File: src/rtl/pipeline_hazard_unit_pkg.sv
// Shared encodings for the hazard unit: forwarding selects, result sources, register address width.
// No logic; constants only.
// Imported by the hazard unit top and any datapath that decodes its selects.
package pipeline_hazard_unit_pkg;

  localparam int REG_AW = 5;

  localparam logic [1:0] FWD_RF  = 2'b00;
  localparam logic [1:0] FWD_WB  = 2'b01;
  localparam logic [1:0] FWD_MEM = 2'b10;

  localparam logic [1:0] RES_ALU = 2'b00;
  localparam logic [1:0] RES_MEM = 2'b01;
  localparam logic [1:0] RES_PC4 = 2'b10;

endpackage

File: src/rtl/floprc.sv
// Parameterised register with async active-low reset and synchronous clear.
// Latency: one clock edge from d to q.
// No backpressure; clear has priority over load.
module floprc #(
  parameter int W = 8
) (
  input  logic         clk,
  input  logic         reset,
  input  logic         clear,
  input  logic [W-1:0] d,
  output logic [W-1:0] q
);

  // Reset to zero asynchronously; clear inserts a zero (bubble) on the edge.
  always_ff @(posedge clk or negedge reset) begin
    if (!reset)     q <= '0;
    else if (clear) q <= '0;
    else            q <= d;
  end

endmodule

File: src/rtl/pipeline_hazard_unit.sv
// Hazard unit: load-use stall, branch flush and ALU operand forwarding from shadow E/M/W register tags.
// Latency: control and forward outputs are combinational; shadow tags advance on the same edges as the datapath.
// Stalls hold F/D only; M and W always advance, so the E shadow takes a bubble on every stall or flush.
module pipeline_hazard_unit #(
  parameter int CNT_W  = 16,
  parameter int REG_AW = 5
) (
  input  logic              clk,
  input  logic              reset,
  input  logic [REG_AW-1:0] Rs1D,
  input  logic [REG_AW-1:0] Rs2D,
  input  logic [REG_AW-1:0] RdD,
  input  logic              RegWriteD,
  input  logic [1:0]        ResultSrcD,
  input  logic              PCSrcE,
  output logic              StallF,
  output logic              StallD,
  output logic              FlushD,
  output logic              FlushE,
  output logic [1:0]        ForwardAE,
  output logic [1:0]        ForwardBE,
  output logic [CNT_W-1:0]  LoadStallCnt,
  output logic [CNT_W-1:0]  FlushCnt
);
  import pipeline_hazard_unit_pkg::*;

  localparam int EW = 3*REG_AW + 3;
  localparam int MW = REG_AW + 1;

  logic [REG_AW-1:0] Rs1E, Rs2E, RdE, RdM, RdW;
  logic              RegWriteE, RegWriteM, RegWriteW;
  logic [1:0]        ResultSrcE;
  logic [EW-1:0]     e_q;
  logic [MW-1:0]     m_q, w_q;
  logic              lw_stall;

  // E shadow follows the Decode->Execute register, bubbled whenever that register is flushed.
  floprc #(.W(EW)) u_e_shadow (
    .clk   (clk),
    .reset (reset),
    .clear (FlushE),
    .d     ({Rs1D, Rs2D, RdD, RegWriteD, ResultSrcD}),
    .q     (e_q)
  );
  assign {Rs1E, Rs2E, RdE, RegWriteE, ResultSrcE} = e_q;

  // Stages past E never stall or flush.
  floprc #(.W(MW)) u_m_shadow (
    .clk   (clk),
    .reset (reset),
    .clear (1'b0),
    .d     ({RdE, RegWriteE}),
    .q     (m_q)
  );
  assign {RdM, RegWriteM} = m_q;

  floprc #(.W(MW)) u_w_shadow (
    .clk   (clk),
    .reset (reset),
    .clear (1'b0),
    .d     ({RdM, RegWriteM}),
    .q     (w_q)
  );
  assign {RdW, RegWriteW} = w_q;

  // A load in E whose destination feeds the Decode instruction cannot be forwarded in time.
  always_comb begin
    lw_stall = RegWriteE && (ResultSrcE == RES_MEM) && (RdE != '0) &&
               ((RdE == Rs1D) || (RdE == Rs2D));
  end

  // Stall/flush controls; while in reset the front end is held flushed and never stalled.
  always_comb begin
    StallF = lw_stall & reset;
    StallD = lw_stall & reset;
    FlushD = PCSrcE | ~reset;
    FlushE = lw_stall | PCSrcE | ~reset;
  end

  // Forwarding selects: the younger M-stage result beats W; x0 is never forwarded.
  always_comb begin
    ForwardAE = FWD_RF;
    ForwardBE = FWD_RF;
    if (RegWriteM && (RdM != '0) && (RdM == Rs1E))      ForwardAE = FWD_MEM;
    else if (RegWriteW && (RdW != '0) && (RdW == Rs1E)) ForwardAE = FWD_WB;
    if (RegWriteM && (RdM != '0) && (RdM == Rs2E))      ForwardBE = FWD_MEM;
    else if (RegWriteW && (RdW != '0) && (RdW == Rs2E)) ForwardBE = FWD_WB;
  end

  // Saturating event counters; they stop at all-ones rather than wrapping.
  always_ff @(posedge clk or negedge reset) begin
    if (!reset) begin
      LoadStallCnt <= '0;
      FlushCnt     <= '0;
    end else begin
      if (lw_stall && (LoadStallCnt != '1)) LoadStallCnt <= LoadStallCnt + CNT_W'(1);
      if (PCSrcE && (FlushCnt != '1))       FlushCnt     <= FlushCnt + CNT_W'(1);
    end
  end

endmodule

File: config.mk
export PLATFORM = sky130hd
export DESIGN_NAME = pipeline_hazard_unit
export DESIGN_NICKNAME = d
export VERILOG_FILES = /design/src/rtl/pipeline_hazard_unit_pkg.sv /design/src/rtl/floprc.sv /design/src/rtl/pipeline_hazard_unit.sv
export SDC_FILE = /design/constraint.sdc
export NUM_CORES = 1
export LEC_CHECK = 0
export ABC_AREA = 1
export CAP_MARGIN = 25
export CORE_UTILIZATION = 40
export CTS_CLUSTER_DIAMETER = 30
export CTS_CLUSTER_SIZE = 30
export DETAILED_ROUTE_END_ITERATION = 8
export PLACE_DENSITY_LB_ADDON = 0.15
export SETUP_SLACK_MARGIN = 0.1
export SYNTH_ARGS = -nofsm -noshare
export SYNTH_HDL_FRONTEND = slang
export SYNTH_SLANG_ARGS = --single-unit
File: constraint.sdc
create_clock -name clk -period 1.4 [get_ports clk]
set_input_delay 0.14 -clock clk [delete_from_list [all_inputs] [get_ports clk]]
set_output_delay 0.14 -clock clk [all_outputs]
set_load 0.02 [all_outputs]
==> After elaboration in Yosys (flattened, before gate mapping) <==
Cells that the tools add are included.
{ "word_totals": {"reg_bits": 62, "inputBits": 21, "out_inout_bits": 40, "wordCells": 41} }
{ "classes": {"add_sub_neg": 2, "eq_ne": 9, "muxes": 5, "n_bitwise": 5, "n_reduce_logical": 15} }
{ "ops": {"columns": ["operator", "n"], "rows": [
  ["adder 16 x 1 -> 16 bit, second input constant", 2],
  ["!= test 16 bit, second input constant", 2],
  ["== test 5 bit", 6],
  ["two-way mux 18 bit", 1],
  ["nonzero test 5 bit", 3],
  ["logical AND 1 bit", 11],
  ["two-way mux 2 bit", 2],
  ["OR 1 bit", 3],
  ["== test 2 x 1 -> 1 bit, second input constant", 1],
  ["two-way mux 1 bit", 2],
  ["bitwise AND 1 bit", 1],
  ["logical OR 1 bit", 1],
  ["inverter 1 bit", 1]
]} }

==> Longest topological paths before layout <==
{ "depth": {"word_depth": 7, "mapped_depth": 10, "mapped_depth_nobuf": 9} }

==> Cells and area by module <==
From an unflattened synthesis, not the netlist that was laid out.
{ "hier_totals": {"hier_cells": 461, "hier_area_um2": 3577.2} }
{ "modules_own_cells": {"columns": ["module", "n_inst", "cells_each", "area_each_um2", "seq_area_each_um2"], "rows": [
  ["pipeline_hazard_unit", 1, 369, 2575.0, 800.8],
  ["floprc (u_e_shadow)", 1, 56, 611.8, 450.4],
  ["floprc (u_m_shadow ...)", 2, 18, 195.2, 150.1]
]} }

==> Worst setup path after synthesis <==
OpenSTA, ideal clock, no wires.
{ "synth_path": {"path_kind": "register -> register", "startpoint": "reg FlushCnt[1]", "endpoint": "reg FlushCnt[2]", "setup_ns": 0.120, "t_arrival_ns": 1.555, "required_ns": 1.280, "setup_slack_ns": -0.276, "path_stages_with_launch": 10, "path_buffers": 1, "period_less_slack_ns": 1.676, "path_cell_list": "dfrtp_1 -> ha_1 -> nand3_1 -> nor3_2 -> nand3_2 -> nand2_4 -> inv_4 -> buf_8 -> nand3b_2 -> nand2_1"} }
{ "synth_between": {"elab_chain_cells": 2, "elab_cells_between_ends": 3, "classes_between": "add/sub: 1; eq/ne: 1; reduce/logical: 1"} }
{ "synth_rtl": {"columns": ["element", "line_no", "source"], "rows": [
  ["start, declared", "pipeline_hazard_unit.sv:23", "output logic [CNT_W-1:0] FlushCnt"],
  ["start signal, assigned", "pipeline_hazard_unit.sv:97", "if (PCSrcE && (FlushCnt != '1)) FlushCnt <= FlushCnt + CNT_W'(1);"],
  ["parallel branches: the longest is 2 deep, another holds adder 16 x 1 -> 16 bit", null, null]
]} }
Parallel ways; which one is timed is not known.
A chain may end at the register's enable or synchronous reset.

==> Final worst setup path <==
{ "layout_path": {"startpoint": "reg u_e_shadow.q[7]", "endpoint": "out StallD"} }
{ "layout_between": {"elab_chain_cells": 4, "elab_cells_between_ends": 7, "classes_between": "eq/ne: 2; bitwise: 1; reduce/logical: 4"} }
{ "layout_rtl": {"columns": ["element", "line_no", "source"], "rows": [
  ["start, declared", "floprc.sv:11", "output logic [W-1:0] q"],
  ["start signal, assigned", "floprc.sv:16", "if (!reset) q <= '0;"],
  ["start signal, assigned", "floprc.sv:17", "else if (clear) q <= '0;"],
  ["start signal, assigned", "floprc.sv:18", "else q <= d;"],
  ["== test 5 bit or nonzero test 5 bit (tied branches)", "pipeline_hazard_unit.sv:69, pipeline_hazard_unit.sv:68", null],
  ["logical OR 1 bit or logical AND 1 bit (tied branches)", "pipeline_hazard_unit.sv:69, pipeline_hazard_unit.sv:68", null],
  ["logical AND 1 bit *", "pipeline_hazard_unit.sv:68", "lw_stall = RegWriteE && (ResultSrcE == RES_MEM) && (RdE != '0) &&"],
  ["bitwise AND 1 bit *", "pipeline_hazard_unit.sv:75", "StallD = lw_stall & reset;"],
  ["end, declared", "pipeline_hazard_unit.sv:17", "output logic StallD,"]
]} }
Mark *: on every way between the ends. The rest lies on a longest branch, timed or not.

==> key figures <==
Status
  – Status: complete, but fails checks
  – Failing checks: setup timing

CTS
  – CTS H-tree depth: 3
  – CTS root buffer: clkbuf_8
  – Clock transition at the registers of the reported paths: 0.08 ns
  – CTS buffer count: 9
  – CTS Sinks: 62
  – Hold Buf Count CTS: 0
  – Skew-Pair Late Insertion Delay: 0.35 ns
  – Bufs on Longest Clock Path: 2
  – CTS tree: built

Placed design
  – Gpl congestion: 0.849
  – DP Wirelength: 5940 microns
  – Dpl cells: 643
  – Port Buffer Count: 60
  – DP Area: 4590 sq um

Power
  – Max VDD drop: 948 uV
  – Leakage power: 2.71 nW
  – Pwr dens: 946 nW/um^2

Setup path
  – R2R Setup Slk: -0.23 ns
  – Crit Path Class: register to primary output
  – Critical Path Max Stage Delay: 0.40 ns
  – R2r startpoint: u_e_shadow.q[7]$_DFF_PN0_
  – Buf/Inv on CP: 2
  – Reg2reg end: u_e_shadow.q[2]$_DFF_PN0_
  – Critical path cell sequence: inv_1 > nand2_1 > nand2_1 > nor2_1 > nand3_2 > nand2_4 > nand2_4 > nor2_4 > buf_6
  – Worst-path fanout max: 4
  – CP Data Required Time: 1.26 ns
  – Endpoint type of the worst setup path: primary output
  – Critical Path Start Type: register
  – Register-to-Register Path Depth: 12
  – Crit path DAT: 1.60 ns
  – Critical path's slowest cell: dfrtp_1
  – Delay-heaviest family, CP: simple AND/OR/NAND/NOR gates

Timing
  – Fin crit share: 124%
  – RSZ-0062 raised after global routing: true
  – Final setup margin: -0.336 ns
  – Worst Skew: 0.00588 ns
  – Final Hold Viols: 0
  – Max-slew violations: 0
  – Fin Hold WS: 0.0509 ns
  – Final min period: 1.74 ns
  – Slew @ Worst Pin: 0.797 ns
  – Setup violations, final: 57
  – Slew Limit Headroom: 46.8%
  – Max Clock Freq: 576 MHz
  – Setup TNS: -9.80 ns

Logic synthesis
  – Cell count after synthesis: 429
  – Mapped Avg Cell Area: 7.98 sq um
  – Post-synthesis net count: 452
  – Seq/Total Area, Yosys: 45.3%
  – Distinct cells, synth: 29
  – Yosys warning total: 0
  – Seq cells post-synth: 62
  – Syn Std Cell Area: 3420 sq um

Floorplan
  – Die Area: 8930 sq um
  – I/O pin cnt: 61
  – Die W: 94.5 microns
  – Row Count: 33
  – Core Footprint: 8260 sq um
  – Die span in y: 94.5 microns
  – Initial Utilization: 41.4%

Routing
  – DRC: 0
  – DR vias/cell: 4.86
  – Final wirelength: 9520 microns
  – Met2 Wirelength: 4520 microns
  – Met1 wire length: 4410 microns
  – DR WL/cell: 13.8 microns
  – Antenna violation net count after detailed routing: 0
  – Initial DRC count: 97
  – Drt pass-1 iters: 4
  – DR vias: 3347
  – Met3 wire length: 465 microns
  – Top layer in use: met4

Layout
  – Multi-input logic area: 2030 sq um
  – Final Cell Area: 5430 sq um
  – Share of cells above drive strength 1: 45.0%
  – Synthesis-to-finish area growth: 58.8%
  – Layout fillers: 650
  – Reg area: 1580 sq um
  – Nets: 602
  – Final Non-Filler Cells: 689
  – Ant. Diodes: 0

GRT
  – Largest net degree at the start of global routing: 63
  – Initial antenna violation count: 0
  – Grt ovf: 0
  – Gr usage total: 22.3%
  – Global-route wire length before repair: 15300 microns
  – Number of global-route vias before repair: 3280

Min path
  – Worst hold path class: input port to async pin

Flow run
  – Max_cap viols: 0
[placed cells by master (no fill, tap or decap), types with 19 or more instances in the layout]
master and count:
buf_4 73, clkdlybuf4s50_1 19, dfrtp_1 43, dfrtp_2 19
inv_1 42, nand2_1 100, nand2_2 26, nand4_1 27
nor2_1 25, nor2_2 21, xor2_1 19
[per-layer routing]
metal	vias up	global-route usage [%]
li1	1659	-
met5	-	0
met2	88	36.2
met3	11	3.06
met1	1589	29.6
met4	0	9.85
[sequential cells by signal (all words and copies together), names as in the netlist]
register and flops:
FlushCnt 16, u_w_shadow.q 6, u_m_shadow.q 6, LoadStallCnt 16, u_e_shadow.q 18
[Yosys cell counts]
library cell	number	area share, %
xor2_2	1	0.48
o21ai_0	12	1.8
o21ai_1	2	0.29
buf_8	1	0.44
nand4_4	1	0.62
ha_1	2	0.73
nand2_4	2	0.66
xor2_1	19	4.9
nand4_1	27	4.9
inv_1	48	5.3
nor2_4	1	0.33
inv_2	2	0.22
inv_4	1	0.18
nor3_2	2	0.59
nand3_1	16	2.3
nand3b_2	4	1.3
o21ai_2	1	0.26
buf_4	1	0.22
nor3_1	9	1.3
nand2_1	130	14
nor2_2	2	0.37
xnor2_1	18	4.6
buf_6	3	0.99
dfrtp_1	62	45
nand3_4	1	0.51
nand3_2	1	0.29
nor2_1	55	6.0
nand2_2	2	0.37
buf_2	3	0.44
[kinds of logic (layout without fill, tap and decap cells)]
logic type	count (synthesis)	after routing	synth area share, %
adders and majority gates	2	2	0.731
DFF	62	62	45.3
AOI/OAI and AO/OA	15	15	2.30
xor gates and xnor gates	38	38	9.95
buffers and inverters	59	213	7.75
and+or+nand+nor	253	254	33.9
[worst max path at each step]
stage / start / endpoint / slack [ns] / cells after the start
6_report: u_e_shadow.q[7]$_DFF_PN0_ / StallD / -0.34 / 9
2_1_floorplan: FlushCnt[1]$_DFFE_PN0P_ / FlushCnt[2]$_DFFE_PN0P_ / -0.17 / 9
3_5_place_dp: Rs1D[4] / StallD / -0.66 / 10
3_3_place_gp: Rs2D[0] / StallD / -0.62 / 10
4_1_cts: u_e_shadow.q[4]$_DFF_PN0_ / StallD / -0.33 / 9
5_1_grt: u_e_shadow.q[4]$_DFF_PN0_ / StallD / -0.44 / 9
[layout make-up]
class / instances / share of cell area (%)
clock buffer: 9 / 2.28
clock inverter: 7 / 1.08
inverter: 51 / 3.75
multi-input combinational: 309 / 37.4
sequential: 62 / 29.0
tap: 105 / 2.42
timing repair buffer: 144 / 23.7
timing repair inverter: 2 / 0.415
[power by group]
part	internal, mW	switching (mW)	total [mW]
logic	0.780	0.787	1.57
clock network	0.662	0.811	1.47
registers	1.94	0.165	2.10
[timing repair]
action	in CTS	in global routing
setup endpoints to repair	90	66
pin swaps	37	19
setup buffers	15	9
gates cloned	5	1
gates resized for setup	180	88
[through the flow]
step / setup WS, ns / utilization, % / power [mW]
2_1_floorplan: -0.174 / - / 2.66
3_3_place_gp: -0.623 / 55.6 / 3.31
3_5_place_dp: -0.656 / 55.6 / 3.32
4_1_cts: -0.331 / 61.5 / 4.94
5_1_grt: -0.443 / 65.8 / 5.38
6_report: -0.336 / 65.8 / 5.14
[worst register-to-register path, delay by kind of cell (launching register included)]
kind                   cells  cell delay (ns)
buffers and inverters      4             0.46
and+or+nand+nor            8             0.67
DFF                        1             0.40
(Power assumes the default switching activity.)
